File: src/rtl/ifu_fetch_pkg.sv
// Shared fetch types: npc_op encodings, fetch FSM states, reset PC.
// Imported by the fetch unit and the decoder.
package ifu_fetch_pkg;

  localparam logic [31:0] PC_RESET = 32'h0000_3000;

  localparam logic [2:0] NPC_SEQ = 3'b000;
  localparam logic [2:0] NPC_BEQ = 3'b001;
  localparam logic [2:0] NPC_JAL = 3'b010;
  localparam logic [2:0] NPC_JR  = 3'b100;

  typedef enum logic [2:0] {
    S_IDLE,
    S_REQ,
    S_WAIT,
    S_HOLD,
    S_FAULT
  } fetch_state_e;

endpackage

File: src/rtl/ifu_fetch_npc_calc.sv
// Next-PC computation for the fetch unit (combinational).
// In: pc, instr[25:0], npc_op, br_eq, jr_target. Out: npc, misaligned.
module ifu_fetch_npc_calc
  import ifu_fetch_pkg::*;
(
  input  logic [31:0] i_pc,
  input  logic [25:0] i_instr,
  input  logic [2:0]  i_npc_op,
  input  logic        i_br_eq,
  input  logic [31:0] i_jr_target,
  output logic [31:0] o_npc,
  output logic        o_misaligned
);

  logic [31:0] w_seq;
  logic [31:0] w_boff;

  assign w_seq  = i_pc + 32'd4;
  assign w_boff = {{14{i_instr[15]}},
                   i_instr[15:0], 2'b00};

  always_comb begin
    o_npc = w_seq;
    case (i_npc_op)
      NPC_BEQ: o_npc = i_br_eq ? (w_seq + w_boff)
                               : w_seq;
      NPC_JAL: o_npc = {i_pc[31:28], i_instr, 2'b00};
      NPC_JR:  o_npc = i_jr_target;
      default: o_npc = w_seq;
    endcase
  end

  assign o_misaligned = |o_npc[1:0];

endmodule

File: src/rtl/ifu_fetch.sv
// Instruction fetch unit: owns the PC, one outstanding imem read,
// hands words to decode. Ports: imem req/rsp, instr to decode, npc ctrl.
module ifu_fetch #(
  parameter logic [31:0] PC_RESET = ifu_fetch_pkg::PC_RESET,
  parameter int          ADDR_W   = 32
) (
  input  logic              clk,
  input  logic              reset_n,
  output logic              imem_req_valid,
  input  logic              imem_req_ready,
  output logic [ADDR_W-1:0] imem_addr,
  input  logic              imem_rsp_valid,
  input  logic [31:0]       imem_rsp_data,
  output logic              instr_valid,
  input  logic              instr_ready,
  output logic [31:0]       instr,
  output logic [ADDR_W-1:0] instr_pc,
  output logic [ADDR_W-1:0] link_pc,
  input  logic [2:0]        npc_op,
  input  logic              br_eq,
  input  logic [31:0]       jr_target,
  output logic              fault,
  output logic [31:0]       retire_cnt
);

  import ifu_fetch_pkg::*;

  fetch_state_e      r_state;
  logic [ADDR_W-1:0] r_pc;
  logic              r_req_valid;
  logic              r_instr_valid;
  logic [31:0]       r_instr;
  logic [ADDR_W-1:0] r_instr_pc;
  logic              r_fault;
  logic [31:0]       r_retire;

  logic [31:0]       w_npc;
  logic              w_misaligned;

  ifu_fetch_npc_calc u_npc (
    .i_pc        (r_pc),
    .i_instr     (r_instr[25:0]),
    .i_npc_op    (npc_op),
    .i_br_eq     (br_eq),
    .i_jr_target (jr_target),
    .o_npc       (w_npc),
    .o_misaligned(w_misaligned)
  );

  always_ff @(posedge clk or negedge reset_n) begin
    if (!reset_n) begin
      r_state       <= S_IDLE;
      r_pc          <= PC_RESET;
      r_req_valid   <= 1'b0;
      r_instr_valid <= 1'b0;
      r_instr       <= '0;
      r_instr_pc    <= PC_RESET;
      r_fault       <= 1'b0;
      r_retire      <= '0;
    end else begin
      case (r_state)
        S_IDLE: begin
          r_state     <= S_REQ;
          r_req_valid <= 1'b1;
        end
        S_REQ: begin
          if (imem_req_ready) begin
            r_state     <= S_WAIT;
            r_req_valid <= 1'b0;
          end
        end
        S_WAIT: begin
          if (imem_rsp_valid) begin
            r_instr       <= imem_rsp_data;
            r_instr_pc    <= r_pc;
            r_instr_valid <= 1'b1;
            r_state       <= S_HOLD;
          end
        end
        S_HOLD: begin
          if (instr_ready) begin
            r_retire      <= r_retire + 32'd1;
            r_instr_valid <= 1'b0;
            // Bad jr target: keep pc, park until reset.
            if (w_misaligned) begin
              r_fault <= 1'b1;
              r_state <= S_FAULT;
            end else begin
              r_pc        <= w_npc;
              r_req_valid <= 1'b1;
              r_state     <= S_REQ;
            end
          end
        end
        S_FAULT: begin
          r_state <= S_FAULT;
        end
        default: begin
          r_state     <= S_IDLE;
          r_req_valid <= 1'b0;
        end
      endcase
    end
  end

  assign imem_req_valid = r_req_valid;
  assign imem_addr      = r_pc;
  assign instr_valid    = r_instr_valid;
  assign instr          = r_instr;
  assign instr_pc       = r_instr_pc;
  assign link_pc        = r_instr_pc + 32'd4;
  assign fault          = r_fault;
  assign retire_cnt     = r_retire;

endmodule

File: config.mk
export PLATFORM = sky130hd
export DESIGN_NAME = ifu_fetch
export DESIGN_NICKNAME = d
export VERILOG_FILES = /design/src/rtl/ifu_fetch_pkg.sv /design/src/rtl/ifu_fetch_npc_calc.sv /design/src/rtl/ifu_fetch.sv
export SDC_FILE = /design/constraint.sdc
export NUM_CORES = 1
export LEC_CHECK = 0
export ABC_AREA = 1
export CORE_ASPECT_RATIO = 1.75
export CORE_MARGIN = 5
export CORE_UTILIZATION = 55
export CTS_BUF_LIST = sky130_fd_sc_hd__clkbuf_16
export CTS_CLUSTER_DIAMETER = 50
export DETAILED_ROUTE_END_ITERATION = 10
export PLACE_DENSITY_LB_ADDON = 0.12
export SLEW_MARGIN = 0
export SYNTH_ARGS = -nofsm -noshare
export SYNTH_HDL_FRONTEND = slang
export SYNTH_SLANG_ARGS = --single-unit
File: constraint.sdc
create_clock -name clk -period 4.68 [get_ports clk]
set_input_delay 1.17 -clock clk [delete_from_list [all_inputs] [get_ports clk]]
set_output_delay 1.17 -clock clk [all_outputs]
set_load 0.005 [all_outputs]
==> summary by stage <==
Placement
Input and output buffers added on the ports amount to 235. After legalization and detailed placement, the total HPWL measured 25.6 mm. The routability congestion estimate from global placement is 0.991.

Synthesis
The net count after synthesis is 1,535. The number of register bits inferred by synthesis is 134. The most used flip-flop cell after synthesis is sky130_fd_sc_hd__dfrtp_1. For this run, the register share of the synthesized area comes to 33.3%. Summed over all instances, the cell type with the most area after synthesis is sky130_fd_sc_hd__dfrtp_1. Yosys attributes the largest share of cell area to sky130_fd_sc_hd__dfrtp_1 (32%), sky130_fd_sc_hd__nand2_1 (17%), sky130_fd_sc_hd__inv_1 (7.7%).

The area share of the largest cell type after synthesis is 32.3%. The fraction of registers with async set/reset is 100%. The number of enable-type register cells in the synthesized netlist is 0. The average size of a mapped cell is 7.07 µm². By count the netlist is led by sky130_fd_sc_hd__nand2_1 (450), sky130_fd_sc_hd__inv_1 (207), sky130_fd_sc_hd__dfrtp_1 (130), sky130_fd_sc_hd__nor2_1 (98), sky130_fd_sc_hd__nand3_1 (93). By instance count, the leading cell after synthesis is sky130_fd_sc_hd__nand2_1. The mapped cell area is 0.0101 mm².

Counting every instance in the synthesized netlist gives 1,425. Counting distinct cell types in the post-synthesis netlist gives 50. Yosys printed 0 warnings.

Worst setup path
The worst register-to-register path ends at imem_addr[29]. For flop-to-flop paths, the worst setup slack is 0.99 ns. The classification of the worst setup path is reg2out. The critical path starts at instr_pc[2]. The required time of the worst setup path is 3.51 ns. Data arrives at the worst endpoint at 2.91 ns. The startpoint type of the worst setup path is a flip-flop.

The capturing element type of the critical path is an output pin. The number of cells on the worst reg-to-reg path is 18. The end point of the critical path is link_pc[26]. The start of the worst register-to-register path is imem_addr[4].

Of all nets on the critical path, the largest fanout is 5.

Final layout
Compared with the post-synthesis result, the final layout area differs by 32.4%. Cells with a size suffix above 1 make up 8.26% of the layout. After the last flow step, the layout net total stands at 1,768.

The fill cell instance count of the final layout is 1,492.

Clock network
The clock transition at the register clock pins on the worst setup and hold paths after CTS is 0.06 ns. TritonCTS created 17 clock buffers. The H-tree was split into 4 levels.

The longest clock path from root to sink contains 2 buffers. The total of hold buffers inserted after clock tree synthesis is 0. Buffers added to address setup during post-CTS repair amount to 0. Gates resized during post-CTS repair numbered 0.

The clock insertion delay at the later pin of the skew report is 0.44 ns. The clock tree root buffer cell is sky130_fd_sc_hd__clkbuf_16. TritonCTS built the clock tree.

The sink count of the clock tree is approximately 130.

Global route
The global router's overall resource usage is 30.9%. The first global-routing pass estimated 52.2 mm of wire. The initial antenna violation count is 0. The met3 layer usage reported by global route is approximately 4.1%. The busiest layer in global routing is met2. The via count of the first global-routing pass is a little over 10,000. The pin count of the biggest net entering global routing is 112. In the global route stage, met1 resource usage came out at 34.2%. Global routing finished with a remaining overflow of 0. For this run, global-route usage on met2 was measured as 56.1%.

Pwr
The design draws 0.00906 W. For this design the ratio of total power to cell area is 679 mW/mm². VDD sags by at most 0.456 mV. The leakage power total is 6.66 nW.

STA
The final max-slew violation count is 0. The final number of hold-violating endpoints is 0. Between clock sinks in the finished design, the worst skew comes to 0.00541 ns. The final worst-path cycle share is between 80% and 90%. The minimum clock period is 4.08 ns.

Based on the critical path, the design can be clocked at up to 245 MHz. The slew at the pin closest to its max-slew limit is 1.04 ns. Setup repair after global routing left no endpoint under its margin. For the final routed database, the setup TNS stands at 0 ns. Headroom to the max-slew limit came out at 30.5%. The number of failing setup endpoints in the final timing report is 0.

Flow run
Max-cap violations in this run came to 0.

Routing
The first-iteration detailed-routing DRC count is 612. The average wire per standard cell is ~17 µm. Wires add up to 33.0 mm. The routed layout has 10,334 vias. The count of nets left with antenna violations once routing finished came out at 0. After detailed routing, the number of vias per cell comes to 5.42. The number of design rule violations left after detail routing is 0. The number of detailed-routing iterations run before antenna repair is 6.

Floorplan
Measured along the x axis, the die boundary spans roughly 110 µm. The chip height is 189 µm. The die covers about 0.021 mm². In this run the standard cell core region covers 0.0181 mm². The initial core utilization is 55.8%. The number of top-level pins is 236.

The number of core rows is between 60 and 70.

Hold path
The worst min-delay path class is reg2reg.

Outcome
The flow ran to the end, and the final reports show no timing, DRC or antenna violations.
cell type report:
cell class | instances | area [µm²] | area share [%]
Tap cell | 234 | 293 | 2.20
Clock inverter | 15 | 235 | 1.76
Sequential cell | 134 | 3360 | 25.2
Antenna cell | 1 | 2.50 | 0.0188
Inverter | 214 | 806 | 6.04
Multi-Input combinational cell | 1047 | 5790 | 43.5
Timing Repair Buffer | 244 | 2420 | 18.2
Clock buffer | 17 | 425 | 3.19
cell usage in the layout (no fill, tap or decap), types with 7 or more instances in the layout:
master / instances
sky130_fd_sc_hd__nand2_1: 449
sky130_fd_sc_hd__clkdlybuf4s50_1: 234
sky130_fd_sc_hd__inv_1: 208
sky130_fd_sc_hd__dfrtp_1: 130
sky130_fd_sc_hd__nor2_1: 97
sky130_fd_sc_hd__nand3_1: 93
sky130_fd_sc_hd__xor2_1: 60
sky130_fd_sc_hd__a21oi_1: 57
sky130_fd_sc_hd__o21ai_0: 52
sky130_fd_sc_hd__ha_1: 36
sky130_fd_sc_hd__mux2_2: 34
sky130_fd_sc_hd__nand4_1: 23
sky130_fd_sc_hd__xnor2_1: 22
sky130_fd_sc_hd__a221oi_1: 17
sky130_fd_sc_hd__clkbuf_16: 17
sky130_fd_sc_hd__nor3_1: 15
sky130_fd_sc_hd__nor2_4: 12
sky130_fd_sc_hd__o21ai_1: 10
sky130_fd_sc_hd__nand2_2: 9
sky130_fd_sc_hd__nor2_2: 9
sky130_fd_sc_hd__buf_4: 9
sky130_fd_sc_hd__nand3_2: 7
power by group:
part | switching (W) | internal [W] | leakage (nW) | total [W]
combinational | 0.00294 | 0.00235 | 4.69 | 0.00528
clock | 0.000544 | 0.000992 | 0.323 | 0.00154
sequential | 0.000639 | 0.00160 | 1.65 | 0.00224
routing by layer:
| layer | up-vias | share of wire (%) | wire (µm) |
|---|---|---|---|
| met5 | - | 0 | 0 |
| met4 | 0 | 5.8 | 1900 |
| met3 | 109 | 5.5 | 1820 |
| met2 | 469 | 52 | 17200 |
| met1 | 4737 | 37 | 12100 |
| li1 | 5019 | - | - |
kinds of logic (layout without fill, tap and decap cells):
logic type	after synthesis	count (layout)	share of synthesized area, %
DFF	134	134	33.3
and+or+nand+nor	739	739	32.8
xor gates and xnor gates	83	83	7.29
AOI/OAI and AO/OA	154	154	8.83
adders and majority gates	37	37	4.67
buffers and inverters	244	490	9.29
muxes	34	34	3.80
other	0	1	0
worst max-delay path, stage by stage, from the launching register on:
cell	delay [ns]
sky130_fd_sc_hd__dfrtp_1	0.43
sky130_fd_sc_hd__ha_1	0.22
sky130_fd_sc_hd__nand2_2	0.08
sky130_fd_sc_hd__nor2_4	0.11
sky130_fd_sc_hd__nand3_2	0.13
sky130_fd_sc_hd__nor3_4	0.23
sky130_fd_sc_hd__nand2_2	0.14
sky130_fd_sc_hd__nor2_4	0.13
sky130_fd_sc_hd__nand3_2	0.12
sky130_fd_sc_hd__nor2_4	0.15
sky130_fd_sc_hd__nand3_2	0.08
sky130_fd_sc_hd__xnor2_1	0.13
sky130_fd_sc_hd__clkdlybuf4s50_1	0.52
state kept, by name (all words and copies together), names as in the netlist:
register / cells
instr: 32
instr_valid: 1
instr_pc: 32
r_state: 3
fault: 1
imem_req_valid: 1
imem_addr: 32
retire_cnt: 32
through the flow:
step	area (µm²)	hold WS, ns	instances	utilization [%]	setup WS, ns
2_1_floorplan	10100	0.457	1425	-	1.75
5_1_grt	13300	0.490	1905	73.8	0.403
3_5_place_dp	12700	0.456	1873	70.2	0.945
3_3_place_gp	12700	0.446	1873	70.2	0.939
4_1_cts	13300	0.471	1905	73.8	0.595
6_report	13300	0.470	1906	73.9	0.601
how the worst min path moves through the flow:
stage	start	endpoint	cells after the start
6_report	fault	fault	2
4_1_cts	fault	fault	2
3_3_place_gp	fault	fault	2
5_1_grt	fault	fault	2
3_5_place_dp	fault	fault	2
2_1_floorplan	fault	fault	2
No activity file was read; power rests on OpenSTA's default activity.
